**src/rtl/im_fetch_ctrl.sv**
```systemverilog
// im_fetch_ctrl: owns the fetch PC, sequences a fixed-latency IM read and fills the IF/ID slot.
// Optional IF_ADDR_CHECK_EN flags misaligned or out-of-range fetches as AdEL in if_exc.
module im_fetch_ctrl #(
  parameter logic [31:0] RESET_PC    = 32'h0000_3000,
  parameter logic [31:0] HANDLER_PC  = 32'h0000_4180,
  parameter logic [31:0] TEXT_START  = 32'h0000_3000,
  parameter int unsigned IM_BYTES    = 16384,
  parameter int unsigned MEM_LATENCY = 1
) (
  input  logic        clk,
  input  logic        reset,
  input  logic        stall,
  input  logic        exc_req,
  input  logic        eret_req,
  input  logic [31:0] epc,
  input  logic        br_req,
  input  logic [31:0] br_target,
  output logic [31:0] im_addr,
  input  logic [31:0] im_code,
  output logic        if_valid,
  output logic [31:0] if_pc,
  output logic [31:0] if_instr,
  output logic        if_exc
);

  localparam logic [2:0] LAST_CNT = 3'(MEM_LATENCY - 1);

  if (MEM_LATENCY < 1 || MEM_LATENCY > 7 || IM_BYTES < 4 || TEXT_START[1:0] != 2'b00) begin : g_bad_cfg
    $error("im_fetch_ctrl: illegal parameter configuration");
  end

  logic [31:0] pc_q, pc_d;
  logic [2:0]  cnt_q, cnt_d;
  logic        if_valid_q, if_valid_d;
  logic [31:0] if_pc_q, if_pc_d;
  logic [31:0] if_instr_q, if_instr_d;
  logic        if_exc_q, if_exc_d;

  logic        redirect;
  logic [31:0] redirect_pc;
  logic        fetch_done;
  logic        capture;
  logic        fetch_fault;
  logic [31:0] fetch_word;

  always_comb begin
    redirect    = 1'b1;
    redirect_pc = HANDLER_PC;
    if (exc_req) begin
      redirect_pc = HANDLER_PC;
    end else if (eret_req) begin
      redirect_pc = epc;
    end else if (br_req) begin
      redirect_pc = br_target;
    end else begin
      redirect = 1'b0;
    end
  end

`ifdef IF_ADDR_CHECK_EN
  // 33-bit compare so a text segment ending at 4 GiB does not wrap.
  localparam logic [32:0] TEXT_END = {1'b0, TEXT_START} + 33'(IM_BYTES);

  always_comb begin
    fetch_fault = (pc_q[1:0] != 2'b00)
                || ({1'b0, pc_q} < {1'b0, TEXT_START})
                || ({1'b0, pc_q} >= TEXT_END);
    fetch_word  = fetch_fault ? 32'h0 : im_code;
  end
`else
  assign fetch_fault = 1'b0;
  assign fetch_word  = im_code;
`endif

  assign fetch_done = (cnt_q == LAST_CNT);
  assign capture    = fetch_done && (!if_valid_q || !stall);

  always_comb begin
    pc_d       = pc_q;
    cnt_d      = cnt_q;
    if_valid_d = if_valid_q;
    if_pc_d    = if_pc_q;
    if_instr_d = if_instr_q;
    if_exc_d   = if_exc_q;
    if (redirect) begin
      pc_d       = redirect_pc;
      cnt_d      = 3'd0;
      if_valid_d = 1'b0;
    end else if (capture) begin
      if_instr_d = fetch_word;
      if_pc_d    = pc_q;
      if_exc_d   = fetch_fault;
      if_valid_d = 1'b1;
      pc_d       = pc_q + 32'd4;
      cnt_d      = 3'd0;
    end else begin
      // A blocked completion leaves cnt and pc alone so im_code stays valid.
      if (!fetch_done) begin
        cnt_d = cnt_q + 3'd1;
      end
      if (if_valid_q && !stall) begin
        if_valid_d = 1'b0;
      end
    end
  end

  always_ff @(posedge clk) begin
    if (reset) begin
      pc_q       <= RESET_PC;
      cnt_q      <= 3'd0;
      if_valid_q <= 1'b0;
      if_pc_q    <= 32'h0;
      if_instr_q <= 32'h0;
      if_exc_q   <= 1'b0;
    end else begin
      pc_q       <= pc_d;
      cnt_q      <= cnt_d;
      if_valid_q <= if_valid_d;
      if_pc_q    <= if_pc_d;
      if_instr_q <= if_instr_d;
      if_exc_q   <= if_exc_d;
    end
  end

  assign im_addr  = pc_q;
  assign if_valid = if_valid_q;
  assign if_pc    = if_pc_q;
  assign if_instr = if_instr_q;
  assign if_exc   = if_exc_q;

endmodule

```
**config.mk**
```make
export PLATFORM = sky130hd
export DESIGN_NAME = im_fetch_ctrl
export DESIGN_NICKNAME = d
export VERILOG_FILES = /design/src/rtl/im_fetch_ctrl.sv
export SDC_FILE = /design/constraint.sdc
export NUM_CORES = 1
export LEC_CHECK = 0
export CORE_MARGIN = 2
export CORE_UTILIZATION = 35
export CTS_CLUSTER_SIZE = 30
export DETAILED_ROUTE_END_ITERATION = 8
export GPL_ROUTABILITY_DRIVEN = 0
export GPL_TIMING_DRIVEN = 0
export HOLD_SLACK_MARGIN = 0.03
export PLACE_DENSITY = 0.73
export SYNTH_ARGS = -nofsm -noshare
export SYNTH_HDL_FRONTEND = slang
export SYNTH_SLANG_ARGS = --single-unit
```
**constraint.sdc**
```tcl
create_clock -name clk -period 1.5 [get_ports clk]
set_input_delay 0.15 -clock clk [delete_from_list [all_inputs] [get_ports clk]]
set_output_delay 0.15 -clock clk [all_outputs]
set_load 0.03 [all_outputs]
```
==> metrics.md <==
| Metric | Value |
|---|---|
| Largest net degree at the start of global routing | `17` |
| Vias after detailed routing | `between 6000 and 7000` |
| N_diodes | `0` |
| RR Startpoint | `im_addr[6]` |
| Mux share of post-synthesis cell area | `under 10%` |
| Initial Util | `35.5%` |
| Crit path launch type | `flop` |
| Routed WL per cell | `21.0 um` |
| Insertion delay to the later sink of the worst-skew pair | `0.35 ns` |
| Critical-path cell list | `nand4_4, buf_4, nor3_4, buf_4, nand4_1, a21oi_2, nor4_2` |
| Final global-route overflow total | `0` |
| Final Max Slew Viols | `0` |
| Worst-path fanout max | `7` |
| Worst EP arrival | `around 2 ns` |
| Hold Vio Cnt, Final | `0` |
| Synth Area in XOR/XNOR | `2.07%` |
| Nets | `~990` |
| Finished Cell Area | `approximately 9300 um^2` |
| Outcome | `finished with violations` |
| Most frequent CP cell | `buf_4` |
| Total GRT Usage | `a little over a quarter` |
| Total Die Area | `~14000 um^2` |
| Crit share post-route | `117%` |
| Routed WL | `22.4 mm` |
| Slowest-stage cell, CP | `dfxtp_4` |
| Layout Skew | `slightly above 0.006 ns` |
| CTS root buf | `clkbuf_16` |
| Worst Tran Pin Value | `roughly 0.8 ns` |
| Dominant synthesized flop cell | `dfxtp_1` |
| Die width | `between 100 and 150 um` |
| Routed Antenna Nets | `0` |
| Overall Power | `roughly 0.0063 W` |
| I/O pin count | `200` |
| Fillers | `around 950` |
| Sequential share of the synthesized area | `between 40% and 50%` |
| CTS Buf Count | `9` |
| Crit path kind | `flop to flop` |
| Layout cells sized above 1 | `between 40% and 50%` |
| Initial antenna violation count | `0` |
| Detailed Place HPWL | `approximately 13 mm` |
| Clock Tree Buf Depth | `2` |
| Final WS setup | `-0.261 ns` |
| Pwr dens | `roughly 680 nW/um^2` |
| CTS Sinks | `100` |
| Post-place instance area | `7010 um^2` |
| Largest stage delay, worst path | `0.41 ns` |
| Distinct cells, synth | `between 50 and 60` |
| Filler-free cell count of the finished design | `~1100` |
| Syn Area/Cell | `7.80 um^2` |
| Number of enable flip-flop cells after synthesis | `0` |
| Sw Share | `between 20 and 30%` |
| Htree depth | `3` |
| Post-DR vias/cell | `between 5 and 6` |
| # rows | `42` |
| Synth Net Count | `703` |
| CP Capture Type | `flop` |
| YS warnings | `0` |
| Min Tclk post-route | `1.76 ns` |
| #FFs+latches synth | `100` |
| Max Freq | `about 570 MHz` |
| Post-synthesis compound-gate area fraction | `approximately a fifth` |
| Switching power | `about 0.0018 W` |
| Area contributors post-synth | `dfxtp_1 (43%), nand2_1 (11%), a21oi_1 (9.7%)` |
| Most frequent cell after synthesis | `nand2_1` |
| Core area | `around 13000 um^2` |
| CTS tree | `built` |
| Combinational share of power | `20.9%` |
| Internal power | `0.00446 W` |
| Iter 0 DRT Violations | `around 650` |
| Failing checks | `negative setup slack` |
| Relative slew slack | `45.1%` |
| DRC | `0` |
| Main combinational cell family by area after synthesis | `simple AND/OR/NAND/NOR gates` |
| Clock Pin Slew Worst Setup and Hold Paths | `roughly 0.07 ns` |
| Synth Area in Simple Gates | `27.9%` |
| Die extent in y | `roughly 120 um` |
| IO Port Bufs | `around 200` |
| Hold WC Path Type | `primary input to flop` |
| FFs w/ async S/R, synth | `0%` |
| Top cells by count, synth | `nand2_1 (140), dfxtp_1 (100), a21oi_1 (90)` |
| Clk network pwr share | `around a third` |
| First drt pass iteration count | `6` |
| # Max-Cap Violations | `0` |
| Sequential cell fraction of total power | `between 40% and 50%` |
| First-pass GRT wire length | `30.0 mm` |
| Cell taking the most area after synthesis | `dfxtp_1` |
| Critical Path Source | `im_addr[6]` |
| # setup viols final | `96` |
| Placed instance count | `970` |
| Adder-cell share of the synthesized area | `less than 1%` |
| Syn Inst Count | `approximately 600` |
| Hold_sp | `im_code[30]` |
| Post-Syn Area | `approximately 4700 um^2` |
| RSZ-0062 raised after global routing | `true` |
| Area grow syn2layout | `98.4%` |
| Leakage | `around 4.2 nW` |
| Vias in the first global route | `5745` |
| Synth top area share | `approximately 43%` |
| CP required | `between 1.5 and 2 ns` |
| VDD IR max | `a little over 0.6 mV` |
==> cells by family (layout without fill, tap and decap cells) <==
group	after synthesis	after routing
AOI/OAI and AO/OA	155	155
xor gates and xnor gates	11	11
adders and majority gates	3	3
buffers and inverters	52	347
DFF	100	100
muxes	7	7
other	1	1
and+or+nand+nor	269	270
==> path summary, 6_finish.rpt <==
kind | end | slack (ns) | cells past startpoint
setup / recovery | im_addr[21] | -0.26 | 7
hold / removal | if_instr[30] | 0.37 | 3
setup reg to reg | im_addr[21] | -0.26 | 7
hold reg to reg | if_instr[6] | 0.45 | 2
==> cells in the final DEF (no fill, tap or decap), types with 9 or more instances in the layout <==
cell / count
dfxtp_2: 9
o22ai_1: 10
clkdlybuf4s50_1: 100
nand4_1: 12
nand2_4: 49
dlygate4sd2_1: 89
nor3_1: 13
clkbuf_16: 10
a22oi_1: 25
clkbuf_1: 17
a21oi_1: 17
buf_8: 12
dfxtp_4: 20
nor2_1: 35
buf_4: 55
a21oi_2: 71
nand2_1: 72
buf_6: 31
dfxtp_1: 71
nand2_2: 19
==> state kept, by name, indices dropped and copies added (netlist names) <==
name / flops
if_instr: 32
if_pc: 32
im_addr: 32
cnt_q: 3
if_valid: 1
==> per-layer routing <==
metal / global-route usage [%] / wire [um] / share of wire (%)
met5: 0 / 0 / 0
met4: 11.9 / 1190 / 5.3
met3: 5.22 / 1910 / 8.5
met2: 47.1 / 11100 / 50
met1: 30.9 / 8230 / 37
==> stage by stage <==
step                      setup slack [ns]  hold WS, ns  TNS, ns  util [%]
final                               -0.261        0.365   -14.94      70.4
after global routing                -0.331        0.376   -21.46      70.4
after detailed placement            -0.982        0.446   -84.18      53.3
after global placement              -0.944        0.442   -80.72      53.3
after CTS                           -0.198        0.305   -11.81      63.4
after floorplan                     -0.102        0.286    -5.88         -
==> worst max-delay path, delay by kind of cell, from the launching register on <==
kind | cells | cell delay, ns
AOI/OAI and AO/OA | 1 | 0.20
DFF | 1 | 0.41
and+or+nand+nor | 4 | 0.61
buffers and inverters | 2 | 0.39
==> layout make-up <==
class | count | area (um^2) | share of cell area [%]
Clock inverter | 4 | 25.0 | 0.271
Sequential cell | 100 | 2090 | 22.6
Timing Repair Buffer | 282 | 2750 | 29.7
Inverter | 7 | 26.3 | 0.284
Tap cell | 176 | 220 | 2.38
Multi-Input combinational cell | 447 | 3560 | 38.5
Buffer | 42 | 345 | 3.73
Clock buffer | 12 | 236 | 2.56
==> power groups by stage <==
stage          Clock (W)  Sequential (W)  Combinational [W]
2_1_floorplan          0         0.00301           0.000338
3_3_place_gp           0         0.00288            0.00101
3_5_place_dp           0         0.00288            0.00102
4_1_cts          0.00215         0.00282            0.00115
5_1_grt          0.00227         0.00284            0.00137
6_report         0.00215         0.00283            0.00132
==> what timing repair did <==
item                       in CTS  in global routing
setup endpoints to repair     189                104
gates resized for setup       254                208
pin swaps                      80                109
cloned                         10                  1
buffers inserted               46                 36
hold buffers                    0                  0
No activity file was read; power rests on OpenSTA's default activity.
